[config.mk]
export PLATFORM = sky130hd
export DESIGN_NAME = mdu_hilo_flat
export DESIGN_NICKNAME = d
export VERILOG_FILES = /design/src/rtl/mdu_hilo_if.sv /design/src/rtl/mdu_hilo.sv /design/src/flat_wrapper.sv
export SDC_FILE = /design/constraint.sdc
export NUM_CORES = 1
export LEC_CHECK = 0
export CAP_MARGIN = 20
export CORE_ASPECT_RATIO = 1.5
export CORE_UTILIZATION = 40
export CTS_CLUSTER_SIZE = 24
export DETAILED_ROUTE_END_ITERATION = 6
export PLACE_DENSITY_LB_ADDON = 0.12
export SLEW_MARGIN = 20
export SYNTH_ARGS = -nofsm -noshare
export SYNTH_HDL_FRONTEND = slang
export SYNTH_SLANG_ARGS = --single-unit
[constraint.sdc]
create_clock -name clk -period 8.7 [get_ports clk]
set_input_delay 1.74 -clock clk [delete_from_list [all_inputs] [get_ports clk]]
set_output_delay 1.74 -clock clk [all_outputs]
set_load 0.1 [all_outputs]
[src/rtl/mdu_hilo_if.sv]
// Pipeline/multiplier-facing bundle for the MDU front end and HI/LO register file.
interface mdu_hilo_if;
    logic        start;
    logic [2:0]  op;
    logic [31:0] rs_data;
    logic [31:0] rt_data;
    logic        flush;
    logic [31:0] mul_a;
    logic [31:0] mul_b;
    logic [63:0] mul_z;
    logic        busy;
    logic        done;
    logic [31:0] hi;
    logic [31:0] lo;

    modport master (
        output start, op, rs_data, rt_data, flush, mul_z,
        input  mul_a, mul_b, busy, done, hi, lo
    );

    modport slave (
        input  start, op, rs_data, rt_data, flush, mul_z,
        output mul_a, mul_b, busy, done, hi, lo
    );
endinterface

[src/rtl/mdu_hilo.sv]
// MDU front end: operand magnitude conversion, multicycle hold, sign fix-up and HI/LO commit.
// Optional MADD/MADDU accumulate is enabled by defining MDU_MADD_EN.
module mdu_hilo #(
    parameter int MUL_CYCLES = 2
) (
    input  logic       clk,
    input  logic       rst_n,
    mdu_hilo_if.slave  bus
);
    typedef enum logic {IDLE, MUL} state_t;

    state_t      state;
    logic [3:0]  cnt;
    logic        neg;
    logic        is_mul;
    logic        is_signed;
    logic [31:0] mag_a;
    logic [31:0] mag_b;
    logic [63:0] prod;
    logic [63:0] result;
`ifdef MDU_MADD_EN
    logic        acc;
`endif

    always_comb begin
        is_signed = bus.op[0];
        case (bus.op)
            3'b000, 3'b001: is_mul = 1'b1;
`ifdef MDU_MADD_EN
            3'b100, 3'b101: is_mul = 1'b1;
`endif
            default:        is_mul = 1'b0;
        endcase
        // 0x8000_0000 negates to itself, which is the correct unsigned magnitude.
        mag_a = (is_signed && bus.rs_data[31]) ? (32'd0 - bus.rs_data) : bus.rs_data;
        mag_b = (is_signed && bus.rt_data[31]) ? (32'd0 - bus.rt_data) : bus.rt_data;
        prod  = neg ? (64'd0 - bus.mul_z) : bus.mul_z;
`ifdef MDU_MADD_EN
        result = acc ? ({bus.hi, bus.lo} + prod) : prod;
`else
        result = prod;
`endif
    end

    always_ff @(posedge clk) begin
        if (!rst_n) begin
            state     <= IDLE;
            cnt       <= '0;
            neg       <= 1'b0;
`ifdef MDU_MADD_EN
            acc       <= 1'b0;
`endif
            bus.mul_a <= '0;
            bus.mul_b <= '0;
            bus.busy  <= 1'b0;
            bus.done  <= 1'b0;
            bus.hi    <= '0;
            bus.lo    <= '0;
        end else begin
            bus.done <= 1'b0;
            case (state)
                IDLE: begin
                    if (bus.start && !bus.flush) begin
                        if (bus.op == 3'b010) begin
                            bus.hi <= bus.rs_data;
                        end else if (bus.op == 3'b011) begin
                            bus.lo <= bus.rs_data;
                        end else if (is_mul) begin
                            bus.mul_a <= mag_a;
                            bus.mul_b <= mag_b;
                            neg       <= is_signed & (bus.rs_data[31] ^ bus.rt_data[31]);
`ifdef MDU_MADD_EN
                            acc       <= bus.op[2];
`endif
                            cnt       <= 4'(MUL_CYCLES);
                            bus.busy  <= 1'b1;
                            state     <= MUL;
                        end
                    end
                end
                MUL: begin
                    // Flush wins over a commit landing on the same edge.
                    if (bus.flush) begin
                        cnt      <= '0;
                        bus.busy <= 1'b0;
                        state    <= IDLE;
                    end else if (cnt == 4'd1) begin
                        {bus.hi, bus.lo} <= result;
                        cnt      <= '0;
                        bus.done <= 1'b1;
                        bus.busy <= 1'b0;
                        state    <= IDLE;
                    end else begin
                        cnt <= cnt - 4'd1;
                    end
                end
            endcase
        end
    end
endmodule

[src/flat_wrapper.sv]
// flat-port wrapper written by rule: the top's interface ports become plain ports
module mdu_hilo_flat 
#(
    parameter int MUL_CYCLES = 2
)
  (clk, rst_n, bus_start, bus_op, bus_rs_data, bus_rt_data, bus_flush, bus_mul_z, bus_mul_a, bus_mul_b, bus_busy, bus_done, bus_hi, bus_lo);
  mdu_hilo_if bus_i ();
  input  logic clk;
  input  logic rst_n;
  input wire logic [$bits(bus_i.start)-1:0] bus_start;
  input wire logic [$bits(bus_i.op)-1:0] bus_op;
  input wire logic [$bits(bus_i.rs_data)-1:0] bus_rs_data;
  input wire logic [$bits(bus_i.rt_data)-1:0] bus_rt_data;
  input wire logic [$bits(bus_i.flush)-1:0] bus_flush;
  input wire logic [$bits(bus_i.mul_z)-1:0] bus_mul_z;
  output wire logic [$bits(bus_i.mul_a)-1:0] bus_mul_a;
  output wire logic [$bits(bus_i.mul_b)-1:0] bus_mul_b;
  output wire logic [$bits(bus_i.busy)-1:0] bus_busy;
  output wire logic [$bits(bus_i.done)-1:0] bus_done;
  output wire logic [$bits(bus_i.hi)-1:0] bus_hi;
  output wire logic [$bits(bus_i.lo)-1:0] bus_lo;
  assign bus_i.start = bus_start;
  assign bus_i.op = bus_op;
  assign bus_i.rs_data = bus_rs_data;
  assign bus_i.rt_data = bus_rt_data;
  assign bus_i.flush = bus_flush;
  assign bus_i.mul_z = bus_mul_z;
  assign bus_mul_a = bus_i.mul_a;
  assign bus_mul_b = bus_i.mul_b;
  assign bus_busy = bus_i.busy;
  assign bus_done = bus_i.done;
  assign bus_hi = bus_i.hi;
  assign bus_lo = bus_i.lo;
  mdu_hilo #(.MUL_CYCLES(MUL_CYCLES)) u_core (.clk(clk), .rst_n(rst_n), .bus(bus_i));
endmodule
After elaboration in Yosys (flattened, before gate mapping)
Index checks and enable logic that the tools add are counted.
Widths: inputs -> output; s select.
{"block": "word_totals", "out_inout_bits": 130, "regBits": 136, "elab_cells": 81, "inputBits": 135}
{"block": "op_classes", "n_mux": 37, "eq_ne": 13, "n_bitwise": 6, "reduce_logical": 12, "n_addsub": 4}
{"cell": "$mux 32", "count": 11}
{"cell": "$pmux 32 s2", "count": 2}
{"cell": "$mux 64", "count": 1}
{"cell": "$sub 1x32->32 const A", "count": 2}
{"cell": "$sub 1x64->64 const A", "count": 1}
{"cell": "$mux 4", "count": 6}
{"cell": "$reduce_and 5->1", "count": 3}
{"cell": "$mux 1", "count": 14}
{"cell": "$ne 2x1->1 const B", "count": 4}
{"cell": "$ne 2x2->1 const B", "count": 4}
{"cell": "$pmux 4 s2", "count": 1}
{"cell": "$reduce_and 4->1", "count": 2}
{"cell": "$eq 3x2->1 const B", "count": 2}
{"cell": "$eq 4x1->1 const B", "count": 1}
{"cell": "$not 1->1", "count": 4}
{"cell": "$pmux 1 s2", "count": 2}
{"cell": "$sub 4x1->4 const B", "count": 1}
{"cell": "$eq 3x1->1 const B", "count": 1}
{"cell": "$logic_and 1x1->1", "count": 3}
{"cell": "$logic_not 3->1", "count": 1}
{"cell": "$ne 3x3->1 const B", "count": 1}
{"cell": "$reduce_or 3->1", "count": 1}
{"cell": "$reduce_or 2->1", "count": 1}
{"cell": "$and 1x1->1", "count": 1}
{"cell": "other kinds (2)", "count": 2}

Logic depth before layout (Yosys ltp)
{"block": "depth", "word_depth": 8, "mapped_depth": 10, "mapped_depth_nobuf": 8}

Worst setup path after synthesis
OpenSTA, ideal clock, no wires.
{"block": "synth_timing", "path_kind": "input -> register", "startpoint": "in bus_mul_z[10]", "endpoint": "reg u_core.bus.hi[15]", "t_arrival_ns": 4.207, "setup_time_ns": 0.080, "required_ns": 8.620, "n_path_buf": 2, "path_stages": 8, "setup_slack_ns": 4.413, "cell_sequence": "or4_1 clkbuf_1 or4_4 or3b_1 buf_6 or3_1 a31o_1 a211oi_2"}
{"block": "synth_between", "elab_chain_cells": 5}
{"item": "start, declared", "line_no": "flat_wrapper.sv:15", "rtl": "input wire logic [$bits(bus_i.mul_z)-1:0] bus_mul_z;"}
{"item": "$sub 1x64->64", "line_no": "mdu_hilo.sv:37", "rtl": "prod = neg ? (64'd0 - bus.mul_z) : bus.mul_z;"}
{"item": "$mux 64", "line_no": "mdu_hilo.sv:37"}
{"item": "$mux 32", "line_no": "mdu_hilo.sv:87", "rtl": "end else if (cnt == 4'd1) begin"}
{"item": "$mux 32", "line_no": "mdu_hilo.sv:83", "rtl": "if (bus.flush) begin"}
{"item": "$pmux 32 s2", "line_no": "mdu_hilo.sv:61", "rtl": "case (state)"}
{"item": "end signal, assigned", "line_no": "mdu_hilo.sv:65", "rtl": "bus.hi <= bus.rs_data;"}
{"item": "end signal, assigned", "line_no": "mdu_hilo.sv:88", "rtl": "{bus.hi, bus.lo} <= result;"}
{"item": "end, declared", "line_no": "mdu_hilo_if.sv:23", "rtl": "output mul_a, mul_b, busy, done, hi, lo"}
Every way passes these cells. The select of a mux whose other input is x is not followed.
A chain may end at the register's enable or synchronous reset.

Worst setup path in the final report
{"block": "layout_timing", "startpoint": "in bus_mul_z[10]", "endpoint": "reg u_core.bus.hi[20]"}
The elaborated chain is that of the path after synthesis.

==> qor.yml <==
power_and_ir_drop:
  totalPowerFinal_uw: 1745
  ir_drop_mv: 0.1197
  power_density_nw_per_um2: 148.8
  leakagePower_uw: 0.003803
synthesis:
  yosys_warnings: 0
  ys_types: 72
  avgSynthCellArea_sq_um: 7.609
  synthCells: 1102
  synth_edf_count: 0
  seq_area_frac_synth_pct: 32.47
  syn-num-nets: 1242
  synthArstFlopShare_pct: 0
  synth_ff_type: "dfxtp_1"
  synth_seq_cells: 136
  synth_area_sq_um: 8386
placement:
  gp_congestion: 1.024
  place_hpwl_um: 25560
  place_area_sq_um: 11150
  port_buffers: 264
sta:
  rsz0062_at_grt: "no"
  relSlewSlack_pct: 26.69
  finalSetupViolCount: 0
  fin_crit_sh_pct: 54.25
  hold_violations: 0
  finalSetupTns_ps: 0
  finClkSkew_ps: 9.552
  fin_crit_ps: 4720
  tightest_slew_ps: 1096
  final-max-slew-violation-count: 0
  fmax_ghz: 0.2119
setup_path:
  critPathTopFamily: "simple AND/OR/NAND/NOR gates"
  cp_cell_sequence: "clkdlybuf4s50_1, or4_1, nor4_2, nand4_1, o311ai_0, o41ai_1, a211oi_1"
  cpPeakStageDelay_ps: 700
  worstSetupEndpointType: "flop"
  cp_data_arrival_time_ps: 5070
  path_max_fanout: 8
  cp_data_required_time_ps: 9050
  cp_slowest_cell: "or4_1"
  path_buf_inv: 1
  critPathKind: "in -> reg"
  cp-start-kind: "input pin"
grt:
  grt_pass1_wl_um: 50340
  grt_max_degree: 95
  grtUsageTotal_pct: 30.89
  overflow: 0
  antenna_found_initial: 0
  grt_pass1_vias: 8884
floorplan:
  initial_core_util_pct: 40.91
  die_x_um: 120.2
  core_area_sq_um: 20500
  dieArea_sq_um: 21560
  die_h_um: 179.3
  num_rows: 64
  io_pins: 265
cts:
  clock_sinks: 136
  hold_buffers: 0
  clk_latency_ps: 420
  path_clk_slew_ps: 60
  post_cts_buffers: 0
  clock_path_buffers: 2
  h-tree-depth: 4
  tritoncts: "yes"
  cts_buffers: 17
  cts-resized-gates: 0
  cts-root-buf: "clkbuf_16"
layout:
  area_delta_synth_final_pct: 39.84
  mostFrequentLayoutCell: "clkdlybuf4s50_1"
  multi_input_comb_area_sq_um: 5285
  drive_gt1_share_pct: 5.485
  regArea_sq_um: 2725
  fillerInstances: 1978
  layout_common_cells: "clkdlybuf4s50_1, dfxtp_1, nor2_1"
  fin_nets: 1460
  final_area_sq_um: 11730
route:
  wl_per_cell_um: 21.22
  num_vias: 9548
  ant_nets: 0
  drt-initial-drc-count: 849
  drc: 0
  wirelength_um: 33860
  avgViaCountPerCell: 5.982
  first_pass_iters: 6
outcome:
  status: "complete, no violations"
hold_path:
  hold_class: "reg -> reg"
job:
  cap_violations: 0
-- path summary, 6_finish.rpt --
| path | startpoint | to | slack, ps | cells past startpoint |
|---|---|---|---|---|
| worst max register to register | u_core.state | u_core.bus.mul_a[19] | 5830 | 7 |
| worst min-delay path | u_core.bus.mul_b[29] | u_core.bus.mul_b[29] | 450 | 2 |
| worst max-delay path | bus_mul_z[10] | u_core.bus.hi[20] | 3980 | 7 |
| worst min register to register | u_core.bus.mul_b[29] | u_core.bus.mul_b[29] | 450 | 2 |
-- kinds of logic (layout without fill, tap and decap cells) --
family	Yosys count	count (layout)	synth area share, %
AOI/OAI and AO/OA	349	349	26.86
adders and majority gates	5	5	0.7460
xor gates and xnor gates	89	89	9.296
muxes	14	14	1.686
and+or+nand+nor	411	411	24.38
buffers and inverters	98	327	4.566
DFF	136	136	32.47
other	0	1	0
-- worst min-delay path: stages, from the launching register on --
cell     delay (ps)
dfxtp_1         330
nand2_1          40
o21ai_0          50
-- report_power, final --
part | total [uW] | switching, uW | internal (uW) | leakage [uW]
Combinational | 371 | 244 | 127 | 0.00242
Clock | 726 | 292 | 434 | 0.000277
Sequential | 648 | 9.32 | 639 | 0.00110
-- cell usage after synthesis (all sizes together), types with 15 or more instances --
library cell / count / area (sq um)
o21ai: 91 / 455.4
clkbuf: 71 / 266.5
a21oi: 84 / 420.4
nand2: 90 / 337.8
a31oi: 20 / 125.1
or3: 27 / 168.9
nor2: 131 / 491.7
inv: 21 / 78.82
o31ai: 21 / 162.6
xor2: 44 / 385.4
or4: 23 / 180.2
a211oi: 45 / 342.8
nand3: 32 / 160.2
xnor2: 45 / 394.1
o211ai: 15 / 112.6
nor4: 26 / 181.4
nor3: 33 / 165.2
dfxtp: 136 / 2723
-- metrics by stage --
step	utilization [%]	worst slack (ps)	instances	hold slack, ps
2_1_floorplan	-	4413	1102	468.0
3_3_place_gp	54.38	3617	1565	435.9
3_5_place_dp	54.38	3591	1565	442.3
4_1_cts	57.19	4040	1595	457.0
5_1_grt	57.19	3776	1595	488.2
6_report	57.20	3980	1596	451.1
-- sequential cells by signal, indices dropped and copies added (netlist names) --
register,count
u_core.bus.busy,1
u_core.bus.done,1
u_core.bus.hi,32
u_core.bus.lo,32
u_core.bus.mul_a,32
u_core.bus.mul_b,32
u_core.cnt,4
u_core.neg,1
u_core.state,1
-- area by class of cell --
cell class | instances | share of cell area, %
timing repair buffer | 276 | 23.26
clock inverter | 11 | 1.056
inverter | 21 | 0.6722
clock buffer | 19 | 3.863
multi-input combinational | 868 | 45.07
sequential | 136 | 23.24
antenna | 1 | 0.02134
tap | 264 | 2.817
-- routing by layer --
layer  global-route usage, %  share of wire (%)  vias to the layer above
met5                       0                  0                        -
met4                   19.50                5.9                        0
met3                   5.348                7.2                       98
met2                   53.81                 50                      478
met1                   34.89                 37                     4445
li1                        -                  -                     4527
(Power assumes the default switching activity.)
